`config.mk`:
```
export PLATFORM = sky130hd
export DESIGN_NAME = ascon_aead_stream
export DESIGN_NICKNAME = d
export VERILOG_FILES = /design/src/rtl/ascon_aead_stream.sv
export SDC_FILE = /design/constraint.sdc
export NUM_CORES = 2
export LEC_CHECK = 0
export BUFFER_PORTS_ARGS = -buffer_cell sky130_fd_sc_hd__buf_4
export CAP_MARGIN = 0
export CORE_ASPECT_RATIO = 1.25
export CORE_MARGIN = 2
export CORE_UTILIZATION = 60
export DETAILED_ROUTE_END_ITERATION = 10
export GPL_TIMING_DRIVEN = 0
export PLACE_DENSITY = 0.88
export SLEW_MARGIN = 20
export SYNTH_ARGS = -nofsm -noshare
export SYNTH_HDL_FRONTEND = slang
export SYNTH_SLANG_ARGS = --single-unit
```
`constraint.sdc`:
```
create_clock -name clock_i -period 62.3 [get_ports clock_i]
set_clock_uncertainty 0.15 [all_clocks]
set_input_delay 0 -clock clock_i [delete_from_list [all_inputs] [get_ports clock_i]]
set_output_delay 0 -clock clock_i [all_outputs]
set_load 0.02 [all_outputs]
```
`src/rtl/ascon_aead_stream.sv`:
```
// Streaming ASCON-style AEAD engine: one 64-bit block per handshake, with
// UNROLL permutation rounds per clock and optional decrypt/tag check.
// Input handshake: a block moves when in_valid_i && in_ready_o at a rising
// edge. Output handshake: out_data_o is held while out_valid_o is high and
// is released when out_ready_i is seen high.
module ascon_aead_stream #(
    parameter int UNROLL     = 1,
    parameter int DECRYPT_EN = 1,
    parameter int CNT_W      = 16
) (
    input  logic             clock_i,
    input  logic             reset_i,
    input  logic             start_i,
    input  logic             mode_i,
    input  logic [127:0]     key_i,
    input  logic [127:0]     nonce_i,
    input  logic [127:0]     tag_i,
    input  logic             in_valid_i,
    input  logic             in_last_i,
    input  logic             in_is_ad_i,
    input  logic [63:0]      in_data_i,
    output logic             in_ready_o,
    output logic             out_valid_o,
    input  logic             out_ready_i,
    output logic [63:0]      out_data_o,
    output logic [127:0]     tag_o,
    output logic             tag_valid_o,
    output logic             auth_ok_o,
    output logic             busy_o,
    output logic             done_o,
    output logic             err_o,
    output logic [CNT_W-1:0] blk_cnt_o,
    output logic [3:0]       dbg_state_o
);

    generate
        if (!(UNROLL == 1 || UNROLL == 2 || UNROLL == 3 || UNROLL == 6)) begin : g_bad_unroll
            $error("ascon_aead_stream: UNROLL must be 1, 2, 3 or 6");
        end
    endgenerate

    localparam logic [3:0] S_IDLE     = 4'd0;
    localparam logic [3:0] S_INIT     = 4'd1;
    localparam logic [3:0] S_WAIT_AD  = 4'd2;
    localparam logic [3:0] S_PERM_AD  = 4'd3;
    localparam logic [3:0] S_WAIT_MSG = 4'd4;
    localparam logic [3:0] S_OUT_HOLD = 4'd5;
    localparam logic [3:0] S_PERM_MSG = 4'd6;
    localparam logic [3:0] S_FINAL    = 4'd7;
    localparam logic [3:0] S_TAG      = 4'd8;

    localparam logic [3:0]  STEP = 4'(UNROLL);
    localparam logic [63:0] IV   = 64'h80400c0600000000;

    logic [3:0]   st;
    logic [319:0] s;          // {x0, x1, x2, x3, x4}, x0 is the rate word
    logic [3:0]   rnd;        // index of the next round to apply
    logic [127:0] key_r;
    logic [127:0] tag_r;
    logic         mode_r;
    logic         ad_last;
    logic         msg_last;
    logic [319:0] perm_s;
    logic         perm_last;
    logic [127:0] tag_calc;

    function automatic logic [63:0] ror(input logic [63:0] v, input int n);
        return (v >> n) | (v << (64 - n));
    endfunction

    // One round: constant on x2, bitsliced 5-bit S-box, per-word diffusion.
    function automatic logic [319:0] ascon_round(input logic [319:0] si, input logic [3:0] r);
        logic [63:0] a0, a1, a2, a3, a4;
        logic [63:0] t0, t1, t2, t3, t4;
        {a0, a1, a2, a3, a4} = si;
        a2 = a2 ^ {56'h0, 8'hF0 - (8'(r) * 8'h0F)};
        a0 = a0 ^ a4; a4 = a4 ^ a3; a2 = a2 ^ a1;
        t0 = ~a0 & a1; t1 = ~a1 & a2; t2 = ~a2 & a3; t3 = ~a3 & a4; t4 = ~a4 & a0;
        a0 = a0 ^ t1; a1 = a1 ^ t2; a2 = a2 ^ t3; a3 = a3 ^ t4; a4 = a4 ^ t0;
        a1 = a1 ^ a0; a0 = a0 ^ a4; a3 = a3 ^ a2; a2 = ~a2;
        a0 = a0 ^ ror(a0, 19) ^ ror(a0, 28);
        a1 = a1 ^ ror(a1, 61) ^ ror(a1, 39);
        a2 = a2 ^ ror(a2, 1)  ^ ror(a2, 6);
        a3 = a3 ^ ror(a3, 10) ^ ror(a3, 17);
        a4 = a4 ^ ror(a4, 7)  ^ ror(a4, 41);
        return {a0, a1, a2, a3, a4};
    endfunction

    // Chain UNROLL rounds starting at the current round index.
    always_comb begin
        perm_s = s;
        for (int i = 0; i < UNROLL; i++) begin
            perm_s = ascon_round(perm_s, rnd + 4'(i));
        end
    end

    assign perm_last   = (rnd + STEP) == 4'd12;
    assign tag_calc    = perm_s[127:0] ^ key_r;
    assign in_ready_o  = ((st == S_WAIT_AD && in_is_ad_i) || st == S_WAIT_MSG) && !out_valid_o;
    assign busy_o      = st != S_IDLE;
    assign dbg_state_o = st;

    // Control FSM and datapath state; each permutation state loops until the round index reaches 12.
    always_ff @(posedge clock_i or posedge reset_i) begin
        if (reset_i) begin
            st          <= S_IDLE;
            s           <= '0;
            rnd         <= '0;
            key_r       <= '0;
            tag_r       <= '0;
            mode_r      <= 1'b0;
            ad_last     <= 1'b0;
            msg_last    <= 1'b0;
            out_valid_o <= 1'b0;
            out_data_o  <= '0;
            tag_o       <= '0;
            tag_valid_o <= 1'b0;
            auth_ok_o   <= 1'b0;
            done_o      <= 1'b0;
            err_o       <= 1'b0;
            blk_cnt_o   <= '0;
        end else begin
            done_o <= 1'b0;
            case (st)
                S_IDLE: if (start_i) begin
                    key_r       <= key_i;
                    tag_r       <= tag_i;
                    mode_r      <= (DECRYPT_EN != 0) ? mode_i : 1'b0;
                    s           <= {IV, key_i, nonce_i};
                    err_o       <= 1'b0;
                    blk_cnt_o   <= '0;
                    tag_valid_o <= 1'b0;
                    auth_ok_o   <= 1'b0;
                    rnd         <= 4'd0;
                    st          <= S_INIT;
                end
                S_INIT: begin
                    s   <= perm_last ? (perm_s ^ {192'h0, key_r}) : perm_s;
                    rnd <= rnd + STEP;
                    if (perm_last) st <= S_WAIT_AD;
                end
                S_WAIT_AD: begin
                    if (in_valid_i && in_is_ad_i) begin
                        s[319:256] <= s[319:256] ^ in_data_i;
                        ad_last    <= in_last_i;
                        rnd        <= 4'd6;
                        st         <= S_PERM_AD;
                    end else if (in_valid_i) begin
                        // no associated data: domain separation only, block waits for WAIT_MSG
                        s[0] <= ~s[0];
                        st   <= S_WAIT_MSG;
                    end
                end
                S_PERM_AD: begin
                    s   <= (perm_last && ad_last) ? (perm_s ^ 320'h1) : perm_s;
                    rnd <= rnd + STEP;
                    if (perm_last) st <= ad_last ? S_WAIT_MSG : S_WAIT_AD;
                end
                S_WAIT_MSG: if (in_valid_i) begin
                    out_data_o <= s[319:256] ^ in_data_i;
                    s[319:256] <= mode_r ? in_data_i : (s[319:256] ^ in_data_i);
                    out_valid_o <= 1'b1;
                    blk_cnt_o   <= blk_cnt_o + {{(CNT_W-1){1'b0}}, 1'b1};
                    msg_last    <= in_last_i;
                    if (in_is_ad_i) err_o <= 1'b1;
                    st <= S_OUT_HOLD;
                end
                S_OUT_HOLD: if (out_ready_i) begin
                    out_valid_o <= 1'b0;
                    if (msg_last) begin
                        s   <= s ^ {64'h0, key_r, 128'h0};
                        rnd <= 4'd0;
                        st  <= S_FINAL;
                    end else begin
                        rnd <= 4'd6;
                        st  <= S_PERM_MSG;
                    end
                end
                S_PERM_MSG: begin
                    s   <= perm_s;
                    rnd <= rnd + STEP;
                    if (perm_last) st <= S_WAIT_MSG;
                end
                S_FINAL: begin
                    s   <= perm_s;
                    rnd <= rnd + STEP;
                    if (perm_last) begin
                        tag_o       <= tag_calc;
                        tag_valid_o <= 1'b1;
                        auth_ok_o   <= mode_r ? (tag_calc == tag_r) : 1'b1;
                        done_o      <= 1'b1;
                        st          <= S_TAG;
                    end
                end
                S_TAG:   st <= S_IDLE;
                default: st <= S_IDLE;
            endcase
        end
    end

endmodule

```
==> results of run 1 <==
metal layers:
layer	overflow	global-route usage [%]
met5	12	61.2
met2	1597	106
met4	923	103
met1	56	90.9
met3	94	87.5
cells by family after synthesis:
group | after synthesis
AND/OR/NAND/NOR | 2054
XOR/XNOR | 1610
AO/OA/AOI/OAI | 1359
flip-flops | 800
buffers and inverters | 621
adder cells (fa/ha/maj) | 208
multiplexers | 33
metrics by stage:
step                      setup WS (ns)  cell area (um^2)  cells  hold slack [ns]  util, %
after CTS                         54.58             74900   9466         0.000788     79.2
after floorplan                   39.68             57300   6685          -0.0649        -
after global placement            30.67             63800   8575           0.0427     67.5
after detailed placement          54.63             64700   8598          -0.0682     68.4
timing repair:
action                    in CTS
buffers inserted               0
hold buffers                 711
hold endpoints to repair     997
==> results by group, run 1 <==
Yosys
  • Netlist cell types: 84
  • Count leader, synth: nand2_1
  • Synth Area in XOR/XNOR: 26.2%
  • Mapped cell area: 57300 um^2
  • FFs w/ async S/R, synth: 100%
  • Sequential share of the synthesized area: 35.0%
  • Post-synth top flop: dfrtp_1
  • Largest area contributor in the netlist: dfrtp_1
  • Mean area per synthesized cell: 8.57 um^2
  • Most frequent cells after synthesis: 1393 x nand2_1, 992 x xnor2_1, 800 x dfrtp_1, 555 x o21ai_0, 538 x xor2_1
  • Ys Warns: 0
  • Area fraction in and, or, nand and nor cells after synthesis: 14.9%
  • Synth Area in Adders: 4.36%
  • Share of Yosys cell area claimed by the top area cell type: 35.0%
  • Synth area leaders: dfrtp_1 35%, xnor2_1 15%, nand2_1 9.1%, xor2_1 8.2%, o21ai_0 4.9%
  • Mapped Nets: 7293
  • Mapped Cells: 6685
  • Main combinational cell family by area after synthesis: XOR/XNOR gates
  • Mux contribution to synthesized area: 0.586%
  • Compound-cell area share of the yosys netlist: 14.9%
  • Synthesis-stage register bit count: 800
  • Post-synth EDFFs: 0

Die
  • Top-Level Pins: 675
  • Die span in x: 280 um
  • Die height: 349 um
  • Starting Density: 60.5%
  • # rows: 126

GRT
  • Largest net degree at the start of global routing: 106
  • Grt total ovfl: 2682
  • Vias in the first global route: 83034
  • Total track usage: 95.4%
  • First-pass GRT wire length: 689000 um

Placement
  • Post-DP HPWL: 279000 um
  • Port-buffer cells: 674
  • Final Wtd Congestion: 1.27

Clock network
  • H-tree levels: 3
  • CTS Sinks: 800
  • Root Buffer: clkbuf_16
  • Post-CTS Resized: 0
  • Max clock buf depth: 3
  • Total CTS buffers: 86

Run status
  • Fail Step: global routing (5_1_grt)
  • Error msg: [ERROR GRT-0116] Global routing finished with congestion. Check the congestion regions in the DRC Viewer.
  • Status: stopped before the end
==> run 2: changes to the inputs <==
- CORE_ASPECT_RATIO: 1.25 -> unset
- CORE_UTILIZATION: 60 -> 40
- PLACE_DENSITY: 0.88 -> unset
- PLACE_DENSITY_LB_ADDON: unset -> 0.15
==> run 2 against run 1 <==
Against the previous run:
- the flow now finishes without violations
- synthesized area is the same
- synthesized cell count did not move
==> results by group, run 2 <==
Yosys
  • Post-synth EDFFs: 0 (unchanged)
  • Synth Area in Adders: 4.36% (unchanged)
  • Mapped cell area: 57300 um^2 (unchanged)
  • Largest area contributor in the netlist: dfrtp_1
  • Mean area per synthesized cell: 8.57 um^2 (unchanged)
  • Main combinational cell family by area after synthesis: XOR/XNOR gates
  • Ys Warns: 0 (unchanged)
  • Synth Area in XOR/XNOR: 26.2% (unchanged)
  • Synth area leaders: dfrtp_1 35%, xnor2_1 15%, nand2_1 9.1%, xor2_1 8.2%, o21ai_0 4.9%
  • Mapped Nets: 7293 (unchanged)
  • Post-synth top flop: dfrtp_1
  • FFs w/ async S/R, synth: 100% (unchanged)
  • Synthesis-stage register bit count: 800 (unchanged)
  • Sequential share of the synthesized area: 35.0% (unchanged)
  • Compound-cell area share of the yosys netlist: 14.9% (unchanged)
  • Count leader, synth: nand2_1
  • Mux contribution to synthesized area: 0.586% (unchanged)
  • Mapped Cells: 6685 (unchanged)
  • Share of Yosys cell area claimed by the top area cell type: 35.0% (unchanged)
  • Most frequent cells after synthesis: 1393 x nand2_1, 992 x xnor2_1, 800 x dfrtp_1, 555 x o21ai_0, 538 x xor2_1
  • Netlist cell types: 84 (unchanged)
  • Area fraction in and, or, nand and nor cells after synthesis: 14.9% (unchanged)

Worst setup path
  • CP Buf/Inv Count: 3
  • Startpoint Class: flip-flop
  • Worst Setup Path Type: flip-flop to flip-flop
  • Slowest-stage cell, CP: a2111oi_2
  • WP data arrival: 8.55 ns
  • RR Startpoint: rnd[2]
  • Crit path largest cell delay: 0.93 ns
  • Worst path cell trace: inv_1 -> fa_1 -> ha_1 -> inv_1 -> ha_1 -> ha_1 -> a21o_1 -> a21oi_1 -> o21bai_1 -> a21oi_1 -> xnor2_1 -> ha_1 -> xor2_1 -> xnor2_2 -> buf_8 -> xnor2_1 -> xnor2_1 -> o221ai_1 -> a2111oi_2 -> nand4_1 -> or4_1 -> o21ai_1
  • Worst-path fanout max: 8
  • Most used cell, CP: ha_1
  • CP top delay family: compound AO/OA/AOI/OAI gates
  • Critical Path RT: 62.84 ns
  • Element type at the critical path end: flip-flop
  • Worst setup path startpoint: rnd[2]

STA
  • Setup TNS Final: 0 ns
  • Final hold viol count: 0
  • Max Slew Vio Count: 0
  • Worst Tran Pin Value: 1.46 ns
  • Hold slack final: 0.00272 ns
  • Final setup violating endpoints: 0
  • RSZ-0062 raised after global routing: no
  • Tcrit/Tclk final: 12.9%
  • Fmax: 125 MHz
  • Slew margin rel.: 2.56%
  • Final min period: 8.01 ns

Placement
  • Final Wtd Congestion: 1.12 (-12%)
  • Port-buffer cells: 674 (unchanged)
  • Post-DP HPWL: 317000 um (+13%)

Die
  • Die height: 382 um (+9.4%)
  • Core area: 142000 um^2
  • # rows: 138 (+9.5%)
  • Starting Density: 40.4% (-20 points)
  • Die span in x: 382 um (+36%)
  • Die Footprint: 146000 um^2
  • Top-Level Pins: 675 (unchanged)

Final layout
  • Layout area overhead: 37.4%
  • Max FFs per register: 320
  • Layout cells sized above 1: 13.4%
  • Filler cells: 12798
  • Most frequent cells in the layout: 1393 x nand2_1, 907 x xnor2_1, 856 x dlygate4sd3_1, 800 x dfrtp_1, 675 x buf_4
  • Final #Nets: 8967
  • Commonest non-fill, non-tap cell in the layout: nand2_1
  • Biggest register: s

GRT
  • Total track usage: 53.2%
  • Largest net degree at the start of global routing: 102
  • Initial antenna violation count: 33
  • First-pass GRT wire length: 523000 um
  • Vias in the first global route: 60046
  • Grt total ovfl: 0

Clock network
  • Total CTS buffers: 98 (+14%)
  • Root Buffer: clkbuf_16
  • CTS Sinks: 800 (unchanged)
  • H-tree levels: 3 (unchanged)
  • Latest clock arrival within the worst-skew pair: 0.78 ns
  • CTS tree: built
  • Max clock buf depth: 3 (unchanged)
  • CTS clk-pin slew, worst paths: 0.06 ns

Routing
  • WL per Instance: 38.5 um
  • DRT Pass-1 Iters: 8
  • DRT iter0 DRCs: 9496
  • Final WL: 398000 um
  • Drt via density: 6.13
  • ANT nets after route: 0
  • Post-route DRC: 0
  • Vias: 63559

Worst hold path
  • Worst Hold Class: input pin to flip-flop
  • Hold Crit Start: in_data_i[1]

Run status
  • Status: complete, no violations

Run
  • Total of max-cap violations: 0
[run 2: cell counts after synthesis]
Identical to the previous run, type by type.
[run 2: final cells by class]
class	instances	area [um^2]	area share (%)
Antenna cell	31	77.6	0.0986
Buffer	401	1570	1.99
Clock buffer	129	2770	3.52
Clock inverter	52	727	0.924
Inverter	220	833	1.06
Multi-Input combinational cell	5264	36000	45.7
Sequential cell	800	20000	25.5
Tap cell	1890	2360	3.01
Timing Repair Buffer	1574	14300	18.2
[run 2: metrics by stage]
| stage | area, um^2 | utilization (%) | setup slack, ns | instances |
|---|---|---|---|---|
| after global placement | 64700 | 45.6 | 27.95 | 9249 |
| final | 78700 | 55.5 | 54.29 | 10361 |
| after detailed placement | 66300 | 46.7 | 54.79 | 9292 |
| after floorplan | 57300 | - | 39.68 | 6685 |
| after CTS | 78300 | 55.2 | 54.70 | 10329 |
| after global routing | 78600 | 55.4 | 54.39 | 10338 |
[run 2: layer usage]
layer | track usage, % | wire length (um)
met5 | 0.0331 | 34
met4 | 46.6 | 42700
met3 | 18.1 | 50200
met2 | 76.1 | 162000
met1 | 63.5 | 143000
[run 2: repair_timing]
action,4_1_cts,5_1_grt
hold endpoints to repair,965,0
setup endpoints to repair,0,0
resized for setup,0,0
buffers inserted,0,0
hold buffers,856,0
[run 2: path summary, 6_finish.rpt]
check	slack (ns)	end	depth (start not counted)
worst max-delay path	54.29	auth_ok_o	22
worst min-delay path	0.003	s[257]	5
worst max register to register	54.29	auth_ok_o	22
worst min register to register	0.33	out_data_o[44]	2
max in group asynchronous	59.81	tag_r[41]	7
min in group asynchronous	0.41	out_data_o[14]	4
[run 2: cell families after synthesis]
kind of cell,count (synthesis)
compound gates,1359
xor+xnor,1610
fa+ha+maj,208
buf+inv,621
flops,800
mux,33
simple gates,2054
[run 2: worst register-to-register path, cell delays in order (launching register included)]
cell       delay (ns)
dfrtp_1          0.54
inv_1            0.20
fa_1             0.48
ha_1             0.28
inv_1            0.04
ha_1             0.30
ha_1             0.28
a21o_1           0.17
a21oi_1          0.23
o21bai_1         0.09
a21oi_1          0.17
xnor2_1          0.25
ha_1             0.33
xor2_1           0.71
xnor2_2          0.20
buf_8            0.21
xnor2_1          0.49
xnor2_1          0.35
o221ai_1         0.57
a2111oi_2        0.94
nand4_1          0.20
or4_1            0.59
o21ai_1          0.17
Power of run 2 is not shown: default switching activity piles up to over one toggle a cycle in this logic, so the estimate is an artifact.
